### src/rtl/hash_search_ctrl.sv
// Nonce search controller for a 1-cycle-latency hash core. It issues one nonce per cycle and stops at the first hash under target.
// Optional attempt counter: define ATTEMPT_CNT_EN. When it is undefined, attempts is tied to zero.
module hash_search_ctrl (
    input  logic        clk,
    input  logic        reset,
    input  logic        start,
    input  logic        abort,
    input  logic [95:0] bloque_bytes,
    input  logic [7:0]  target,
    input  logic [31:0] nonce_first,
    input  logic [31:0] nonce_last,
    output logic [95:0] core_bloque,
    output logic [31:0] core_nonce,
    input  logic [23:0] core_hash,
    output logic        busy,
    output logic        done,
    output logic        found,
    output logic [23:0] hash,
    output logic [31:0] nonce_found,
    output logic [31:0] attempts
);

    typedef enum logic [1:0] {IDLE, SEARCH, DONE} state_t;

    state_t      state_reg, state_next;
    logic [7:0]  target_reg;
    logic [31:0] last_reg;
    logic        issue_valid_reg;
    logic [31:0] tag_nonce_reg;
    logic        tag_valid_reg;
    logic        accept;
    logic        match;
    logic        range_end;

    assign accept    = (state_reg == IDLE) && start;
    // The tag pairs each core_hash with the nonce that produced it one cycle earlier.
    assign match     = tag_valid_reg && (core_hash[23:16] < target_reg) && (core_hash[15:8] < target_reg);
    assign range_end = tag_valid_reg && (tag_nonce_reg == last_reg);

    always_ff @(posedge clk) begin
        if (reset) state_reg <= IDLE;
        else       state_reg <= state_next;
    end

    always_comb begin
        state_next = state_reg;
        case (state_reg)
            IDLE:    if (start) state_next = SEARCH;
            SEARCH: begin
                if (abort)                  state_next = IDLE;
                else if (match | range_end) state_next = DONE;
            end
            DONE:    state_next = IDLE;
            default: state_next = IDLE;
        endcase
    end

    always_comb begin
        busy = (state_reg == SEARCH);
        done = (state_reg == DONE);
    end

    always_ff @(posedge clk) begin
        if (reset) begin
            core_bloque     <= '0;
            core_nonce      <= '0;
            target_reg      <= '0;
            last_reg        <= '0;
            issue_valid_reg <= 1'b0;
            tag_nonce_reg   <= '0;
            tag_valid_reg   <= 1'b0;
            found           <= 1'b0;
            hash            <= '0;
            nonce_found     <= '0;
        end else if (accept) begin
            core_bloque     <= bloque_bytes;
            target_reg      <= target;
            last_reg        <= nonce_last;
            core_nonce      <= nonce_first;
            issue_valid_reg <= 1'b1;
            tag_nonce_reg   <= '0;
            tag_valid_reg   <= 1'b0;
            found           <= 1'b0;
            hash            <= '0;
            nonce_found     <= '0;
        end else if (state_reg == SEARCH) begin
            if (abort) begin
                found           <= 1'b0;
                tag_valid_reg   <= 1'b0;
                issue_valid_reg <= 1'b0;
            end else if (match) begin
                hash            <= core_hash;
                nonce_found     <= tag_nonce_reg;
                found           <= 1'b1;
                tag_valid_reg   <= 1'b0;
                issue_valid_reg <= 1'b0;
            end else begin
                tag_nonce_reg <= core_nonce;
                tag_valid_reg <= issue_valid_reg;
                // Once nonce_last has gone out, core_nonce parks and later issues are marked invalid.
                if (issue_valid_reg && (core_nonce != last_reg))
                    core_nonce <= core_nonce + 32'd1;
                else
                    issue_valid_reg <= 1'b0;
            end
        end
    end

`ifdef ATTEMPT_CNT_EN
    logic [31:0] attempts_reg;

    always_ff @(posedge clk) begin
        if (reset)
            attempts_reg <= '0;
        else if (accept)
            attempts_reg <= '0;
        else if ((state_reg == SEARCH) && !abort && tag_valid_reg && (attempts_reg != 32'hFFFF_FFFF))
            attempts_reg <= attempts_reg + 32'd1;
    end

    assign attempts = attempts_reg;
`else
    assign attempts = 32'd0;
`endif

endmodule
### config.mk
export PLATFORM = sky130hd
export DESIGN_NAME = hash_search_ctrl
export DESIGN_NICKNAME = d
export VERILOG_FILES = /design/src/rtl/hash_search_ctrl.sv
export SDC_FILE = /design/constraint.sdc
export NUM_CORES = 1
export LEC_CHECK = 0
export CELL_PAD_IN_SITES_DETAIL_PLACEMENT = 1
export CELL_PAD_IN_SITES_GLOBAL_PLACEMENT = 2
export CORE_MARGIN = 2
export CORE_UTILIZATION = 35
export CTS_CLUSTER_SIZE = 10
export DETAILED_ROUTE_END_ITERATION = 8
export DONT_BUFFER_PORTS = 1
export GPL_TIMING_DRIVEN = 0
export PLACE_DENSITY = 0.77
export SYNTH_ARGS = -nofsm -noshare
export SYNTH_HDL_FRONTEND = slang
export SYNTH_SLANG_ARGS = --single-unit
export TNS_END_PERCENT = 10
### constraint.sdc
create_clock -name clk -period 3.35 [get_ports clk]
set_input_delay 0.5025 -clock clk [delete_from_list [all_inputs] [get_ports clk]]
set_output_delay 0.5025 -clock clk [all_outputs]
set_load 0.01 [all_outputs]
# [Word-level counts from Yosys, hierarchy flattened]
# Index checks and enable logic that the tools add are counted.
[classes] addsub=1 order_cmp=2 n_eq_ne=9 mux=18 bitwise_logic=3 reduce_logical=16
[ops] cell="2-to-1 mux 32 bit" n=5
[ops] cell="adder 32 x 1 -> 32 bit (second input constant)" n=1
[ops] cell="equality test 32 bit" n=1
[ops] cell="inequality test 32 bit" n=1
[ops] cell="< comparator 8 bit" n=2
[ops] cell="2-to-1 mux 1 bit" n=9
[ops] cell="2-to-1 mux 2 bit" n=3
[ops] cell="AND reduction 2 bit" n=3
[ops] cell="AND reduction 3 bit" n=2
[ops] cell="nonzero test 2 bit" n=3
[ops] cell="logical AND 1 bit" n=5
[ops] cell="inequality test 2 bit (second input constant)" n=2
[ops] cell="inequality test 4 bit (second input constant)" n=1
[ops] cell="case mux 2 bit (2 select lines)" n=1
[ops] cell="AND reduction 4 bit" n=1
[ops] cell="inequality test 3 x 2 -> 1 bit (second input constant)" n=1
[ops] cell="equality test 2 x 1 -> 1 bit (second input constant)" n=1
[ops] cell="equality test 2 bit (second input constant)" n=1
[ops] cell="logical NOT 2 bit" n=1
[ops] cell="inequality test 2 x 1 -> 1 bit (second input constant)" n=1
[ops] cell="NOT 1 bit" n=2
[ops] cell="OR reduction 2 bit" n=1
[ops] cell="OR 1 bit" n=1
[word_totals] reg_bits=261

# [Logic depth before layout (Yosys ltp)]
[depth] ltp_word=7 mapped_depth=11 ltp_nobuf=9

# [Worst setup path before layout]
# No wires, ideal clock.
[synth_path] path_type="input port to flip-flop" start="input port core_hash[17]" end="register core_nonce[20]" setup_ns=0.091 arrival_time_ns=2.415 setup_slack_ns=0.844 path_stages=8 path_cell_list="ha_1 -> a2111oi_0 -> or4_4 -> a21oi_4 -> nand2_2 -> buf_2 -> or4_1 -> a311oi_1"
[synth_between] elab_chain_cells=5
[synth_rtl] item="start: declaration" line_no="14" source="input logic [23:0] core_hash,"
[synth_rtl] item="< comparator 8 bit" line_no="37" source="assign match = tag_valid_reg && (core_hash[23:16] < target_reg) && (core_hash[15:8] < target_reg);"
[synth_rtl] item="logical AND 1 bit (2 in series)" line_no="37"
[synth_rtl] item="inequality test 2 bit (no source line)"
[synth_rtl] item="AND reduction 4 bit (no source line)"
[synth_rtl] item="end signal: assignment" line_no="79" source="core_nonce <= nonce_first;"
[synth_rtl] item="end signal: assignment" line_no="102" source="core_nonce <= core_nonce + 32'd1;"
[synth_rtl] item="end: declaration" line_no="13" source="output logic [31:0] core_nonce,"
# No other way between the ends.
# A chain may end at the register's enable or synchronous reset.

# [Worst setup path in the final report]
[layout_path] start="register core_nonce[9]" end="register core_nonce[21]"
[layout_between] elab_chain_cells=6
[layout_rtl] item="adder 32 x 1 -> 32 bit" line_no="102"
[layout_rtl] item="2-to-1 mux 32 bit" line_no="101" source="if (issue_valid_reg && (core_nonce != last_reg))"
[layout_rtl] item="2-to-1 mux 32 bit" line_no="91" source="end else if (match) begin"
[layout_rtl] item="2-to-1 mux 32 bit" line_no="87" source="if (abort) begin"
[layout_rtl] item="2-to-1 mux 32 bit" line_no="86" source="end else if (state_reg == SEARCH) begin"
[layout_rtl] item="2-to-1 mux 32 bit" line_no="75" source="end else if (accept) begin"
# Several ways; a longest one is shown, not always the timed one. The select of a mux whose other input is x is not followed.

==> qor.csv <==
metric;value;unit
gp_congestion;0.818;
track_usage;23.9;%
ir_drop;0.328;mV
powerDensity;616;nW/µm²
top_register;core_bloque;
grt_pass1_wl;60.3;mm
ys_types;50;
htreeDepth;2;
hold_path.class;in -> reg;
layout_min_cycle_time;3.02;ns
antenna_found_initial;1;
crit_path_start_kind;flip-flop;
rows;64;
via_per_inst;5.18;
final_cell_area;12700;µm²
clkSinkCount;261;
drt_wl_total;40.5;mm
slew_headroom;46.4;%
critical_path_arrival;3.43;ns
finalCritPeriodShare;90.1;%
skew;0.0151;ns
grt_setup_unrepaired;no;
cp_cell_sequence;xnor2_1 > nand4_1 > nor4_1 > a21boi_1 > nand3_2 > buf_2 > o21ai_0 > a311oi_1;
areaGrowthSynthToFinish;15.6;%
drt_first_pass_iters;5;
worst-slew-pin-transition;0.804;ns
seq_area_frac_synth;47.7;%
cts_buffers;34;
die_width;181;µm
p_sw_share;26.1;%
max_stage_delay;0.65;ns
clockRootBuffer;clkbuf_16;
largest_reg_flops;96;
grt_pass1_vias;10000;
die_area;32700;µm²
port_buffers;0;
final_max_slew_viol_count;0;
post-cts-setup-buffer-count;0;
yosys.area.top_type;dfxtp_1;
status;completed;
post_drt_wl_per_cell;22.0;µm
drtAntennaViolNets;0;
drive_gt1_share;7.13;%
p_int;5.76;mW
grt.overflow.total;0;
synth_top_area_share;47.7;%
p_seq_share;45.0;%
pwr-share-comb;9.0;%
cp_data_required_time;3.76;ns
synth_seq_cells;261;
drc_errors;0;
synth_edf_count;0;
chipHeight;181;µm
setup_viol;0;
fillerInstances;3708;
first_iter_violations;374;
leakage;4.46;nW
p_sw;2.04;mW
final-hold-violation-count;0;
p_total;7.80;mW
dp_hpwl;31.4;mm
path_clk_slew;0.06;ns
synth-main-ff-cell;dfxtp_1;
cp_max_fo;10;
endpoint_kind;flip-flop;
clock_path_buffers;3;
boundaryPins;415;
grt_max_degree;11;
clockPowerShare;46.0;%
cp_slowest_cell;nor4_1;
core;30700;µm²
finalSetupTns;0;ns
cts_tree;done;
initial_core_util;35.7;%
vias;9533;
syn_area;11000;µm²
syn_avg_cell_area;8.05;µm²
ys_async_sr_fraction;0;%
place_area;11600;µm²
drv_cap;0;
nNetsFinal;1638;
max_freq;0.331;GHz
worstSetupPathType;reg -> reg;
synth_warnings;0;
clock_latency;0.50;ns
yosys-top-cells-area;dfxtp_1 48%, nand2_1 14%, a21oi_1 9.1%, xnor2_1 4.9%, mux2i_1 3.1%;
syn_inst;1360;
power groups by stage:
stage | combinational, mW | clock [mW] | sequential (mW)
floorplan | 0.520 | 0 | 3.48
global placement | 0.698 | 0 | 3.57
detailed placement | 0.713 | 0 | 3.57
CTS | 0.716 | 3.68 | 3.51
global route | 0.798 | 3.80 | 3.52
finish | 0.705 | 3.59 | 3.50
critical path, delay by kind of cell, from the launching register on:
kind            cells  cell delay, ns
simple gates        3            1.06
compound gates      3            0.78
flops               1            0.61
buf+inv             1            0.26
xor+xnor            1            0.20
cells by family (layout without fill, tap and decap cells):
kind of cell	after synthesis	in the layout	synth area share (%)
fa+ha+maj	15	15	1.71
compound gates	264	264	13.5
mux	34	34	3.11
buf+inv	137	190	5.94
flops	261	261	47.7
simple gates	570	570	21.8
other cells	1	33	0.0342
xor+xnor	78	78	6.24
layout make-up:
cell class                      count  area [µm²]  area share, %
Buffer                            123         603           4.76
Tap cell                          396         495           3.91
Inverter                           14        52.6          0.415
Antenna cell                        1        2.50         0.0198
Multi-Input combinational cell    993        5200           41.0
Clock inverter                      3        65.1          0.514
Clock buffer                       50        1020           8.09
Sequential cell                   261        5230           41.2
stage by stage:
| stage | hold slack, ns | cells | setup WS, ns | utilization (%) |
|---|---|---|---|---|
| 2_1_floorplan | 0.436 | 1391 | 0.844 | - |
| 3_3_place_gp | 0.445 | 1787 | 0.105 | 37.7 |
| 3_5_place_dp | 0.448 | 1787 | 0.107 | 37.7 |
| 4_1_cts | 0.0773 | 1840 | 0.0533 | 41.3 |
| 5_1_grt | 0.0872 | 1841 | 0.105 | 41.3 |
| 6_report | 0.0997 | 1841 | 0.333 | 41.3 |
worst paths after layout:
check / startpoint / to / slack [ns] / depth (start not counted)
worst min register to register: target_reg[1] / target_reg[1] / 0.45 / 2
worst max register to register: core_nonce[9] / core_nonce[21] / 0.33 / 8
worst max-delay path: core_nonce[9] / core_nonce[21] / 0.33 / 8
worst min-delay path: abort / found / 0.1 / 1
layout by cell type (no fill, tap or decap), drive strengths merged, types with 4 or more instances in the layout:
cell | Yosys | layout
a211oi | 16 | 16
a21oi | 201 | 201
a311oi | 10 | 10
a31oi | 4 | 4
and2 | 5 | 5
and3 | 5 | 5
buf | 48 | 44
clkbuf | 75 | 129
conb | 1 | 32
dfxtp | 261 | 261
ha | 15 | 15
inv | 14 | 14
mux2i | 34 | 34
nand2 | 399 | 399
nand2b | 6 | 6
nand3 | 22 | 22
nand4 | 24 | 24
nor2 | 73 | 73
nor3 | 4 | 4
nor4 | 6 | 6
o21ai | 13 | 13
o31ai | 6 | 6
or3 | 6 | 6
or4 | 8 | 8
xnor2 | 61 | 61
xor2 | 17 | 17
cells in the mapped netlist (all sizes together), types with 10 or more instances:
cell	count
mux2i	34
xnor2	61
a311oi	10
xor2	17
o21ai	13
ha	15
nand2	399
buf	48
nor2	73
a211oi	16
dfxtp	261
nand3	22
inv	14
a21oi	201
nand4	24
clkbuf	75
repair_timing:
action | CTS | global route
resized for setup | 0 | 5
hold buffers | 0 | 0
setup endpoints to repair | 0 | 40
metal layers:
metal	share of wire, %	track usage [%]	up-vias	routed length (µm)
li1	-	-	4611	-
met1	40	28.0	4525	16100
met2	49	41.4	330	19800
met3	8.7	7.70	67	3530
met4	2.7	7.52	0	1080
met5	0	0	-	0
Note: power is estimated with default switching activity, not from simulation.
